File: src/rtl/seg_scan_driver_if.sv
// rtl/seg_scan_driver_if.sv - digit data in, display pins out, for the scan driver
// slave = the scan driver; master = the digit-encoding side / display observer.
interface seg_scan_driver_if #(
   parameter int NUM_DIGITS = 4,
   parameter int BRIGHT_W   = 3
);
   logic                    en;
   logic [7*NUM_DIGITS-1:0] seg_in;
   logic [NUM_DIGITS-1:0]   dp_in;
   logic [NUM_DIGITS-1:0]   blink_mask;
   logic [BRIGHT_W-1:0]     brightness;
   logic [6:0]              cathode;
   logic                    dp_n;
   logic [NUM_DIGITS-1:0]   anode;
   logic                    frame_start;

   modport master (
      output en, seg_in, dp_in, blink_mask, brightness,
      input  cathode, dp_n, anode, frame_start
   );

   modport slave (
      input  en, seg_in, dp_in, blink_mask, brightness,
      output cathode, dp_n, anode, frame_start
   );
endinterface

File: src/rtl/seg_scan_driver.sv
// rtl/seg_scan_driver.sv - multiplexed seven-segment scan driver with blink, PWM and dead time
// Common-anode, active-low outputs, all registered one cycle after the counter state they show.
module seg_scan_driver #(
   parameter int NUM_DIGITS   = 4,
   parameter int SCAN_DIV     = 50000,
   parameter int DEAD_CYCLES  = 2,
   parameter int BLINK_FRAMES = 64,
   parameter int BRIGHT_W     = 3
) (
   input logic              clk,
   input logic              rst_n,
   seg_scan_driver_if.slave bus
);
   localparam int CW    = (SCAN_DIV > 1) ? $clog2(SCAN_DIV) : 1;
   localparam int DW    = $clog2(NUM_DIGITS);
   localparam int FW    = (BLINK_FRAMES > 1) ? $clog2(BLINK_FRAMES) : 1;
   localparam int SLICE = (SCAN_DIV - DEAD_CYCLES) >> BRIGHT_W;
   localparam int PW    = BRIGHT_W + CW;

   localparam logic [CW-1:0] CNT_LAST = CW'(SCAN_DIV - 1);
   localparam logic [CW-1:0] CNT_ONE  = CW'(1);
   localparam logic [CW-1:0] DEAD_C   = CW'(DEAD_CYCLES);
   localparam logic [DW-1:0] D_LAST   = DW'(NUM_DIGITS - 1);
   localparam logic [DW-1:0] D_ONE    = DW'(1);
   localparam logic [FW-1:0] FC_LAST  = FW'(BLINK_FRAMES - 1);
   localparam logic [FW-1:0] FC_ONE   = FW'(1);
   localparam logic [PW-1:0] SLICE_P  = PW'(SLICE);
   localparam logic [PW-1:0] DEAD_P   = PW'(DEAD_CYCLES);
   localparam logic [NUM_DIGITS-1:0] ANODE_ONE = NUM_DIGITS'(1);

   logic [CW-1:0] cnt;
   logic [DW-1:0] d;
   logic [FW-1:0] fc;
   logic          blink_phase;

   logic                  cnt_wrap, d_wrap, fc_wrap;
   logic [PW-1:0]         on_limit, on_offset;
   logic                  in_window, lit;
   logic [6:0]            sel_seg;
   logic                  sel_dp, sel_blink;
   logic [NUM_DIGITS-1:0] anode_sel;

   assign cnt_wrap = (cnt == CNT_LAST);
   assign d_wrap   = (d == D_LAST);
   assign fc_wrap  = (fc == FC_LAST);

   always_comb begin
      sel_seg   = 7'h7F;
      sel_dp    = 1'b0;
      sel_blink = 1'b0;
      for (int i = 0; i < NUM_DIGITS; i++) begin
         if (d == DW'(i)) begin
            sel_seg   = bus.seg_in[7*i +: 7];
            sel_dp    = bus.dp_in[i];
            sel_blink = bus.blink_mask[i];
         end
      end
      // Offset is only meaningful past the dead time; the cnt check guards it.
      on_limit  = PW'(bus.brightness) * SLICE_P;
      on_offset = PW'(cnt) - DEAD_P;
      in_window = (cnt >= DEAD_C) && ((&bus.brightness) || (on_offset < on_limit));
      lit       = bus.en && in_window && !(sel_blink && blink_phase);
      anode_sel = ~(ANODE_ONE << d);
   end

   always_ff @(posedge clk or negedge rst_n) begin
      if (!rst_n) begin
         cnt         <= '0;
         d           <= '0;
         fc          <= '0;
         blink_phase <= 1'b0;
      end else if (!bus.en) begin
         cnt         <= '0;
         d           <= '0;
         fc          <= '0;
         blink_phase <= 1'b0;
      end else if (cnt_wrap) begin
         cnt <= '0;
         if (d_wrap) begin
            d <= '0;
            if (fc_wrap) begin
               fc          <= '0;
               blink_phase <= ~blink_phase;
            end else begin
               fc <= fc + FC_ONE;
            end
         end else begin
            d <= d + D_ONE;
         end
      end else begin
         cnt <= cnt + CNT_ONE;
      end
   end

   // Dark releases the anode as well, so no digit ghosts through a stale cathode.
   always_ff @(posedge clk or negedge rst_n) begin
      if (!rst_n) begin
         bus.anode       <= '1;
         bus.cathode     <= 7'h7F;
         bus.dp_n        <= 1'b1;
         bus.frame_start <= 1'b0;
      end else begin
         bus.anode       <= lit ? anode_sel : '1;
         bus.cathode     <= lit ? sel_seg : 7'h7F;
         bus.dp_n        <= lit ? ~sel_dp : 1'b1;
         bus.frame_start <= bus.en && (cnt == '0) && (d == '0);
      end
   end
endmodule

File: src/flat_wrapper.sv
// flat-port wrapper written by rule: the top's interface ports become plain ports
module seg_scan_driver_flat 
#(
   parameter int NUM_DIGITS   = 4,
   parameter int SCAN_DIV     = 50000,
   parameter int DEAD_CYCLES  = 2,
   parameter int BLINK_FRAMES = 64,
   parameter int BRIGHT_W     = 3
)
  (clk, rst_n, bus_en, bus_seg_in, bus_dp_in, bus_blink_mask, bus_brightness, bus_cathode, bus_dp_n, bus_anode, bus_frame_start);
  seg_scan_driver_if #(.NUM_DIGITS(NUM_DIGITS), .BRIGHT_W(BRIGHT_W)) bus_i ();
  input logic clk;
  input logic rst_n;
  input wire logic [$bits(bus_i.en)-1:0] bus_en;
  input wire logic [$bits(bus_i.seg_in)-1:0] bus_seg_in;
  input wire logic [$bits(bus_i.dp_in)-1:0] bus_dp_in;
  input wire logic [$bits(bus_i.blink_mask)-1:0] bus_blink_mask;
  input wire logic [$bits(bus_i.brightness)-1:0] bus_brightness;
  output wire logic [$bits(bus_i.cathode)-1:0] bus_cathode;
  output wire logic [$bits(bus_i.dp_n)-1:0] bus_dp_n;
  output wire logic [$bits(bus_i.anode)-1:0] bus_anode;
  output wire logic [$bits(bus_i.frame_start)-1:0] bus_frame_start;
  assign bus_i.en = bus_en;
  assign bus_i.seg_in = bus_seg_in;
  assign bus_i.dp_in = bus_dp_in;
  assign bus_i.blink_mask = bus_blink_mask;
  assign bus_i.brightness = bus_brightness;
  assign bus_cathode = bus_i.cathode;
  assign bus_dp_n = bus_i.dp_n;
  assign bus_anode = bus_i.anode;
  assign bus_frame_start = bus_i.frame_start;
  seg_scan_driver #(.NUM_DIGITS(NUM_DIGITS), .SCAN_DIV(SCAN_DIV), .DEAD_CYCLES(DEAD_CYCLES), .BLINK_FRAMES(BLINK_FRAMES), .BRIGHT_W(BRIGHT_W)) u_core (.clk(clk), .rst_n(rst_n), .bus(bus_i));
endmodule
File: config.mk
export PLATFORM = sky130hd
export DESIGN_NAME = seg_scan_driver_flat
export DESIGN_NICKNAME = d
export VERILOG_FILES = /design/src/rtl/seg_scan_driver_if.sv /design/src/rtl/seg_scan_driver.sv /design/src/flat_wrapper.sv
export SDC_FILE = /design/constraint.sdc
export NUM_CORES = 1
export LEC_CHECK = 0
export ABC_AREA = 1
export BUFFER_PORTS_ARGS = -buffer_cell sky130_fd_sc_hd__buf_2
export CAP_MARGIN = 10
export CELL_PAD_IN_SITES_DETAIL_PLACEMENT = 1
export CELL_PAD_IN_SITES_GLOBAL_PLACEMENT = 1
export CORE_MARGIN = 2
export CORE_UTILIZATION = 35
export DETAILED_ROUTE_END_ITERATION = 10
export MAX_ROUTING_LAYER = met4
export PLACE_DENSITY = 0.67
export SYNTH_ARGS = -nofsm -noshare
export SYNTH_HDL_FRONTEND = slang
export SYNTH_SLANG_ARGS = --single-unit
export TNS_END_PERCENT = 10
File: constraint.sdc
create_clock -name clk -period 5.7 [get_ports clk]
set_clock_uncertainty 0.05 [all_clocks]
set_input_delay 0.855 -clock clk [delete_from_list [all_inputs] [get_ports clk]]
set_output_delay 0.855 -clock clk [all_outputs]
set_load 0.005 [all_outputs]
Yosys cells after proc, flatten, opt, wreduce, memory -nomap -nowiden --
Cells that the tools add are included.
Word-level totals: flip-flop bits (word level) 38, input port bits 42, output and inout bits 13, word-level logic and storage cells 68
Operators by class: add/subtract/negate cells 4, $mul 1, magnitude comparators 2, eq/ne operators 8, shifts and indexed selects 1, muxes and demuxes 28, bitwise gates (word level) 3, reduce and logical (&&, ||, !) cells 13
Operators with widths (number):
- 2-to-1 mux 7 bit | 5
- 2-to-1 mux 16 bit | 2
- 2-to-1 mux 6 bit | 4
- < comparator 19 x 16 -> 1 bit | 1
- subtractor 16 x 2 -> 17 bit (second input constant) | 1
- adder 16 x 1 -> 16 bit (second input constant) | 1
- == test 16 bit (second input constant) | 1
- greater-or-equal comparator 16 x 2 -> 1 bit (second input constant) | 1
- zero test 16 bit | 1
- multiplier 3 x 13 -> 16 bit (second input constant) | 1
- 2-to-1 mux 1 bit | 13
- adder 6 x 1 -> 6 bit (second input constant) | 1
- == test 6 bit (second input constant) | 1
- logical AND 1 bit | 6
- 2-to-1 mux 2 bit | 3
- != test 2 x 1 -> 1 bit (second input constant) | 3
- AND reduction 3 bit | 2
- == test 2 bit (second input constant) | 2
- 2-to-1 mux 4 bit | 1
- inverter 4 bit | 1
- << shifter 1 x 2 -> 4 bit (first input constant) | 1
- adder 2 x 1 -> 2 bit (second input constant) | 1
- == test 2 x 1 -> 1 bit (second input constant) | 1
- zero test 2 bit | 1
- 4 further kinds | 5

Depth between registers and ports, before layout --
Gate-level depths: netlist of the first run.
word-level depth 9, depth in mapped cells 19, depth with buffers taken out 18

Worst setup path after synthesis of the first run --
OpenSTA, ideal clock, no wires.
kind in2reg, start point input port bus_brightness[0], end point register u_core.bus.anode[3], setup time 0.101 ns, arrival 2.794 ns, required time 5.549 ns, slack 2.755 ns, stages on the path 15, path buffers 1, cell sequence ha_1 ha_1 inv_1 fa_1 xor2_1 ha_1 a21oi_1 nand2_1 nand2_1 nand2_1 nand2_1 nand2_1 nand2_2 buf_6 nand3_1
Between the ends: word-level cells in the longest chain between the ends 7, elaborated cells on any way between the ends 8, classes of those cells mul (1); order compare (1); mux (1); reduce/logical (5)
RTL lines:
- start, declared | RTL line flat_wrapper.sv:18 | input wire logic [$bits(bus_i.brightness)-1:0] bus_brightness;
- multiplier 3 x 13 -> 16 bit | RTL line seg_scan_driver.sv:59 | on_limit = PW'(bus.brightness) * SLICE_P;
- < comparator 19 x 16 -> 1 bit | RTL line seg_scan_driver.sv:61 | in_window = (cnt >= DEAD_C) && ((&bus.brightness) || (on_offset < on_limit));
- logical OR 1 bit * | RTL line seg_scan_driver.sv:61
- logical AND 1 bit * | RTL line seg_scan_driver.sv:61
- logical AND 1 bit * (2 in series) | RTL line seg_scan_driver.sv:62 | lit = bus.en && in_window && !(sel_blink && blink_phase);
- 2-to-1 mux 4 bit * | RTL line seg_scan_driver.sv:103 | bus.anode <= lit ? anode_sel : '1;
- end signal, assigned | RTL line seg_scan_driver.sv:103
- end, declared | RTL line seg_scan_driver_if.sv:24 | output cathode, dp_n, anode, frame_start
Every way passes the cells marked *; elsewhere a longest branch is shown, timed or not. A chain may end at the register's enable or synchronous reset.

Final worst setup path of the first run --
Ends and elaborated chain as after synthesis.

==> results of run 1 <==
## metal layers
layer  share of wire (%)  wire length (um)  track usage [%]
met1                  45              3380             22.4
met2                  51              3870             30.3
met3                 3.0               222             2.79
met4                0.56                42             3.40
met5                   0                 0                -
## registers in the layout, indices dropped and copies added (netlist names)
signal,count
u_core.cnt,16
u_core.fc,6
u_core.blink_phase,1
u_core.bus.frame_start,1
u_core.bus.cathode,7
u_core.bus.dp_n,1
u_core.d,2
u_core.bus.anode,4
## final cells by class
cell class	instances	share of cell area, %
multi-input combinational	270	51.0
clock inverter	2	0.295
timing repair buffer	54	7.97
clock buffer	6	2.14
tap	105	3.87
sequential	38	28.5
inverter	56	6.23
## cells by family after synthesis
kind of cell,count (synthesis),synth area share (%)
simple gates,163,28.2
compound gates,54,9.76
buf+inv,66,9.76
mux,6,2.01
fa+ha+maj,31,13.2
xor+xnor,16,4.69
flops,38,32.3
## worst max-delay path: cells and delay by family
family,cells,cell delay (ps)
adders and majority gates,4,1140
and+or+nand+nor,9,830
buffers and inverters,3,230
xor gates and xnor gates,1,160
## path summary, 6_finish.rpt
path	end	cells after the start	startpoint	slack (ps)
max	u_core.bus.anode[3]$_DFF_PN1_	17	bus_brightness[0]	2640
max in group asynchronous	u_core.fc[2]$_DFFE_PN0P_	1	rst_n	4440
max reg2reg	u_core.bus.anode[3]$_DFF_PN1_	13	u_core.cnt[1]$_DFF_PN0_	2880
min reg2reg	u_core.cnt[0]$_DFF_PN0_	1	u_core.cnt[0]$_DFF_PN0_	480
min	u_core.cnt[0]$_DFF_PN0_	1	u_core.cnt[0]$_DFF_PN0_	480
min in group asynchronous	u_core.fc[4]$_DFFE_PN0P_	1	rst_n	620
## metrics by stage
stage | power, mW | worst slack, ps | instance area (um^2) | utilization (%) | std cells
detailed placement | 0.536 | 2320 | 3310 | 40.1 | 523
global placement | 0.528 | 2440 | 3310 | 40.1 | 523
floorplan | 0.471 | 2750 | 2990 | - | 374
finish | 0.711 | 2640 | 3390 | 41.1 | 531
CTS | 0.724 | 2630 | 3390 | 41.1 | 531
global route | 0.770 | 2440 | 3390 | 41.1 | 531
## cells in the final DEF, fill, tap and decap left out, drive strengths merged, types with 4 or more instances in the layout
| cell type | count |
|---|---|
| buf | 54 |
| mux2i | 6 |
| a21oi | 21 |
| o31ai | 4 |
| o21ai | 21 |
| o22ai | 6 |
| nor3 | 12 |
| clkinv | 5 |
| dfrtp | 26 |
| clkbuf | 6 |
| xor2 | 14 |
| nor4 | 4 |
| nor2 | 34 |
| ha | 30 |
| nand4 | 8 |
| nand3 | 30 |
| dfstp | 12 |
| inv | 53 |
| nand2 | 73 |
## report_power, final
group          total, mW  switching (mW)  leakage (nW)  internal (mW)
combinational      0.232           0.141          1.07         0.0912
clock              0.183          0.0984        0.0450         0.0849
sequential         0.295          0.0111         0.480          0.284
total              0.711           0.250          1.59          0.460
==> results by group, run 1 <==
Worst setup path
  – Startpoint types: primary input
  – Req. time, crit path: 5850 ps
  – Data arrival, critical path: 3210 ps
  – Peak per-stage delay on the critical path: 370 ps
  – CP max FO: 12
  – CP Class: primary input to register
  – Worst-path cell chain: buf_2 > ha_1 > ha_1 > inv_1 > fa_1 > xor2_1 > ha_1 > nand2_1 > inv_1 > nand2_1 > nand2_1 > nand2_1 > nand2_1 > nand2_1 > nand2_1 > nand2_2 > nand3_1
  – Crit. End Element: register
  – CP most frequent cell: nand2_1
  – Slowest-stage cell, CP: fa_1

Finish
  – Fillcell total: 1052
  – Fraction of layout cells with a size suffix above 1: 25.4%
  – Layout net count: 498
  – Ant. Diodes: 0
  – Seq. cell area: 966 um^2
  – Multi-input gate area: 0.00173 mm^2
  – P&R area growth vs syn: 13.5%

Detailed routing
  – Total number of vias: 2621
  – Initial DRC Count: 71
  – # DRC: 0
  – First drt pass iteration count: 4
  – Post-DRT Antenna Nets: 0
  – Final wirelength: 7510 um
  – Drt wl/cell: 14.1 um
  – Vias per cell: 4.94

Die
  – Die height: 96.4 um
  – # IOs: 55
  – Core area: 0.00826 mm^2
  – Chip width: 96.4 um
  – Rows: 33
  – Die ar.: 0.00929 mm^2
  – Initial Utilization: 36.2%

Outcome
  – Status: finished clean

Synthesis
  – Sequential share of the synthesized area: 32.3%
  – Post-Syn Nets: 447
  – Synth cell count leaders: nand2_1, inv_1, ha_1
  – Most frequent cell after synthesis: nand2_1
  – Asr flop ratio synth: 100%
  – Synth Instances: 374
  – Cell Area, Synth: 0.00299 mm^2
  – Top cell type's share of synthesized area: 21.8%
  – Top_reg_cell synth: dfrtp_1
  – Synthesized flop and latch total: 38
  – Mapped Avg Cell Area: 7.99 um^2
  – Library cells used by synthesis: 38
  – Synth top area cells: dfrtp_1, ha_1, dfstp_2, nand2_1, inv_1
  – Cell taking the most area after synthesis: dfrtp_1
  – Ys Warns: 0
  – Post-synth EDFFs: 0

Global routing
  – Grt ovf: 0
  – First-pass GRT wire length: 12300 um
  – Initial antenna violation count: 0
  – Vias in the first global route: 2650
  – Total track usage: 17.7%
  – Largest net degree at the start of global routing: 39

STA
  – WHS: 475 ps
  – Final Max Tran Viols: 0
  – Final Cycle Share: 53.6%
  – RSZ-0062 raised after global routing: no
  – Slew headroom: 43.1%
  – Post-Route Setup TNS: 0 ps
  – Worst-Margin Slew: 853 ps
  – Min cycle time layout: 3060 ps
  – Fmax: 327 MHz
  – Fin. Hold Viols: 0
  – # setup viols final: 0

Clock network
  – Post_cts resized: 0
  – Cts hold-fix bufs: 0
  – CTS H-tree depth: 2
  – Clock root buffer master: clkbuf_8
  – CTS tree: built
  – TritonCTS Buffers: 5
  – Setup bufs post-CTS: 0
  – Clock sinks: 38
  – Clk buf depth: 2
  – Clk slew on worst S/H paths: 80 ps
  – Worst skew pair latency: 290 ps

Placed design
  – GPL Wtd Cong: 0.811
  – Hpwl dp: 6040 um
  – I/O Buffers: 54

Power
  – Leak Pwr: 1.59 nW
  – Pwr per Cell Area: 210 mW/mm^2
  – Worst IR drop on VDD: 0.0000974 V

Job
  – Max-cap violation count: 0

Worst hold path
  – HP Class: register to register
No activity file was read; power rests on OpenSTA's default activity.
==> run 2: changes to the inputs <==
--- a/config.mk
+++ b/config.mk
@@ -5,7 +5,7 @@
 export SDC_FILE = /design/constraint.sdc
 export NUM_CORES = 1
 export LEC_CHECK = 0
-export ABC_AREA = 1
+export ABC_AREA = 0
 export BUFFER_PORTS_ARGS = -buffer_cell sky130_fd_sc_hd__buf_2
 export CAP_MARGIN = 10
 export CELL_PAD_IN_SITES_DETAIL_PLACEMENT = 1
@@ -14,7 +14,7 @@
 export CORE_UTILIZATION = 35
 export DETAILED_ROUTE_END_ITERATION = 10
 export MAX_ROUTING_LAYER = met4
-export PLACE_DENSITY = 0.67
+export PLACE_DENSITY = 0.68
 export SYNTH_ARGS = -nofsm -noshare
 export SYNTH_HDL_FRONTEND = slang
 export SYNTH_SLANG_ARGS = --single-unit
==> constraint.sdc (replaced) <==
create_clock -name clk -period 2.6 [get_ports clk]
set_clock_uncertainty 0.05 [all_clocks]
set_input_delay 0.39 -clock clk [delete_from_list [all_inputs] [get_ports clk]]
set_output_delay 0.39 -clock clk [all_outputs]
set_load 0.005 [all_outputs]
==> results by group, run 2 <==
Worst setup path
  – WP buf/inv: 2 (-1)
  – Delay-heaviest family, CP: simple AND/OR/NAND/NOR gates
  – CP Class: register to register
  – Peak per-stage delay on the critical path: 400 ps (+30 ps)
  – CP most frequent cell: ha_1
  – Slowest-stage cell, CP: dfrtp_1
  – Worst-path cell chain: inv_2 > ha_1 > nor4b_4 > nand2_2 > nor3_2 > xor2_1 > ha_1 > nand2_1 > o31ai_2 > a21oi_1 > nor3b_4 > buf_12 > o211ai_1
  – CP max FO: 12 (unchanged)
  – Startpoint types: register
  – Crit Reg-Reg Startpoint: u_core.cnt[1]$_DFF_PN0_
  – Worst setup startpoint: u_core.cnt[1]$_DFF_PN0_
  – Data arrival, critical path: 2900 ps (-310 ps)
  – Crit. End Element: register
  – Req. time, crit path: 2770 ps (-3080 ps)

Detailed routing
  – Drt wl/cell: 16.0 um (+13%)
  – Vias per cell: 5.16 (+4.5%)
  – # DRC: 0 (unchanged)
  – Final wirelength: 8250 um (+9.7%)
  – Initial DRC Count: 89 (+25%)
  – Post-DRT Antenna Nets: 0 (unchanged)
  – Total number of vias: 2650 (+1.1%)
  – First drt pass iteration count: 4 (unchanged)

Outcome
  – Failing checks: setup timing
  – Status: complete, but fails checks

Power
  – Worst IR drop on VDD: 0.000268 V (+180%)
  – Pwr per Cell Area: 429 mW/mm^2 (+100%)
  – Leak Pwr: 1.75 nW (+10%)

STA
  – Fmax: 366 MHz
  – Slew headroom: 44.6% (+1.5 points)
  – RSZ-0062 raised after global routing: yes
  – Setup ws final: -135 ps (-2780 ps)
  – Final Cycle Share: 105%
  – Min cycle time layout: 2740 ps
  – Fin. Hold Viols: 0 (unchanged)
  – Worst-Margin Slew: 831 ps (-21.9 ps)
  – # setup viols final: 12 (+12)
  – Final Max Tran Viols: 0 (unchanged)
  – Post-Route Setup TNS: -1470 ps (-1470 ps)

Clock network
  – Clock sinks: 38 (unchanged)
  – TritonCTS Buffers: 5 (unchanged)
  – Clock root buffer master: clkbuf_8
  – CTS H-tree depth: 2 (unchanged)
  – Cts hold-fix bufs: 0 (unchanged)
  – CTS tree: built
  – Worst skew pair latency: 300 ps (about the same)
  – Clk buf depth: 2 (unchanged)
  – Clk slew on worst S/H paths: 80 ps (about the same)

Finish
  – Commonest non-fill, non-tap cell in the layout: buf_2
  – Max FFs per register: 16 (unchanged)
  – Layout net count: 481 (-3.4%)
  – Post-Layout Cell Count: 514 (-3.2%)
  – Seq. cell area: 968 um^2 (+0.26%)
  – Fraction of layout cells with a size suffix above 1: 35.0% (+9.6 points)
  – Fillcell total: 984 (-6.5%)
  – Largest regs: u_core.cnt x16, u_core.bus.cathode x7, u_core.fc x6
  – Multi-input gate area: 0.00183 mm^2 (+5.6%)
  – P&R area growth vs syn: 28.2%
  – Top reg by flops: u_core.cnt
  – Ant. Diodes: 0 (unchanged)
  – Most frequent cells in the layout: buf_2, buf_4, nor2_1

Die
  – Die ar.: 0.00910 mm^2 (-2.1%)
  – Rows: 33 (unchanged)
  – # IOs: 55 (unchanged)
  – Chip width: 95.4 um (-1.0%)
  – Initial Utilization: 35.8% (-0.42 points)
  – Die height: 95.4 um (-1.0%)
  – Core area: 0.00818 mm^2 (-1.0%)

Global routing
  – Grt peak-use layer: met2
  – Initial antenna violation count: 0 (unchanged)
  – Largest net degree at the start of global routing: 39 (unchanged)
  – Total track usage: 20.1% (+2.4 points)
  – Grt ovf: 0 (unchanged)
  – Vias in the first global route: 2830 (+6.8%)
  – Routing usage on met2: 33.7% (+3.4 points)
  – GRT met3 Usage: 2.37% (-0.42 points)
  – First-pass GRT wire length: 13700 um (+11%)
  – Met1 usage: 25.7% (+3.3 points)

Synthesis
  – Library cells used by synthesis: 49 (+29%)
  – Top_reg_cell synth: dfrtp_1
  – Synth top area cells: dfrtp_1, ha_1, dfstp_2, xor2_1, nor2_1
  – Ys Warns: 0 (unchanged)
  – Post-Syn Nets: 399 (-11%)
  – Post-synth EDFFs: 0 (unchanged)
  – Cell taking the most area after synthesis: dfrtp_1
  – Synth Instances: 326 (-13%)
  – Asr flop ratio synth: 100% (unchanged)
  – Most frequent cell after synthesis: nor2_1
  – Synth cell count leaders: nor2_1, ha_1, dfrtp_1, inv_1, nand2_1
  – Top cell type's share of synthesized area: 22.3% (+0.48 points)
  – Sequential share of the synthesized area: 33.0% (+0.71 points)
  – Cell Area, Synth: 0.00292 mm^2 (-2.1%)
  – Synthesized flop and latch total: 38 (unchanged)
  – Mapped Avg Cell Area: 8.97 um^2 (+12%)

Placed design
  – Placed cell count: 499 (-4.6%)
  – Pre-CTS setup slack: -490 ps (-2810 ps)
  – I/O Buffers: 54 (unchanged)
  – Hpwl dp: 6440 um (+6.7%)
  – GPL Wtd Cong: 0.866 (+6.9%)

Job
  – Max-cap violation count: 0 (unchanged)

Worst hold path
  – HP Class: primary input to async pin
==> run 2: cell count changes after synthesis, sizes merged, moves of 7 or more <==
| cell | before | now |
|---|---|---|
| a21oi | 21 | 14 |
| nand2 | 73 | 24 |
| inv | 53 | 26 |
| buf | 8 | 15 |
| nand3 | 30 | 8 |
| nor3 | 12 | 3 |
| and3 | 0 | 7 |
| o211ai | 0 | 14 |
| xnor2 | 2 | 11 |
==> run 2: cell families after synthesis <==
kind of cell	after synthesis	synth area share [%]
muxes	5	1.80
xor gates and xnor gates	30	8.99
DFF	38	33.0
adders and majority gates	31	13.5
buffers and inverters	46	7.87
and+or+nand+nor	109	20.0
AOI/OAI and AO/OA	67	14.8
==> run 2: report_power, final <==
part | internal (mW) | leakage [nW] | switching [mW]
combinational | 0.206 | 1.21 | 0.222
clock | 0.332 | 0.0678 | 0.228
sequential | 0.608 | 0.481 | 0.0103
total | 1.15 | 1.75 | 0.460
==> run 2: layout make-up <==
| cell class | count | share of cell area (%) |
|---|---|---|
| clock buffer | 8 | 3.54 |
| inverter | 26 | 2.60 |
| multi-input combinational | 242 | 48.7 |
| sequential | 38 | 25.8 |
| tap | 105 | 3.51 |
| timing repair buffer | 95 | 15.8 |
==> run 2: layer usage <==
layer  share of wire (%)  wire (um)  vias to the layer above
met3                 2.4        202                       11
met4                 1.5        120                        0
li1                    -          -                     1301
met2                  50       4140                       32
met5                   0          0                        -
met1                  46       3780                     1306
==> run 2: per-stage QoR <==
step | area (um^2) | total power [mW] | utilization [%] | hold slack (ps)
final | 3750 | 1.61 | 45.8 | 132
after global routing | 3750 | 1.70 | 45.8 | 209
after CTS | 3740 | 1.61 | 45.7 | 170
after detailed placement | 3510 | 1.01 | 42.9 | 488
after global placement | 3510 | 0.991 | 42.9 | 458
after floorplan | 2990 | 0.867 | - | 44.4
==> run 2: final timing paths <==
kind	endpoint	slack [ps]	cells past startpoint
min in group clk	u_core.bus.cathode[5]$_DFF_PN1_	290	3
setup / recovery	u_core.bus.cathode[6]$_DFF_PN1_	-140	13
setup reg to reg	u_core.bus.cathode[6]$_DFF_PN1_	-140	13
hold reg to reg	u_core.blink_phase$_DFFE_PN0P_	490	2
hold / removal	u_core.cnt[10]$_DFF_PN0_	130	1
max in group asynchronous	u_core.cnt[6]$_DFF_PN0_	1790	1
==> run 2: timing repair <==
action / CTS / global route
resized for setup: 10 / 2
setup buffers: 5 / 1
pin swaps: 8 / 3
gates cloned: 1 / 0
setup endpoints to repair: 12 / 12
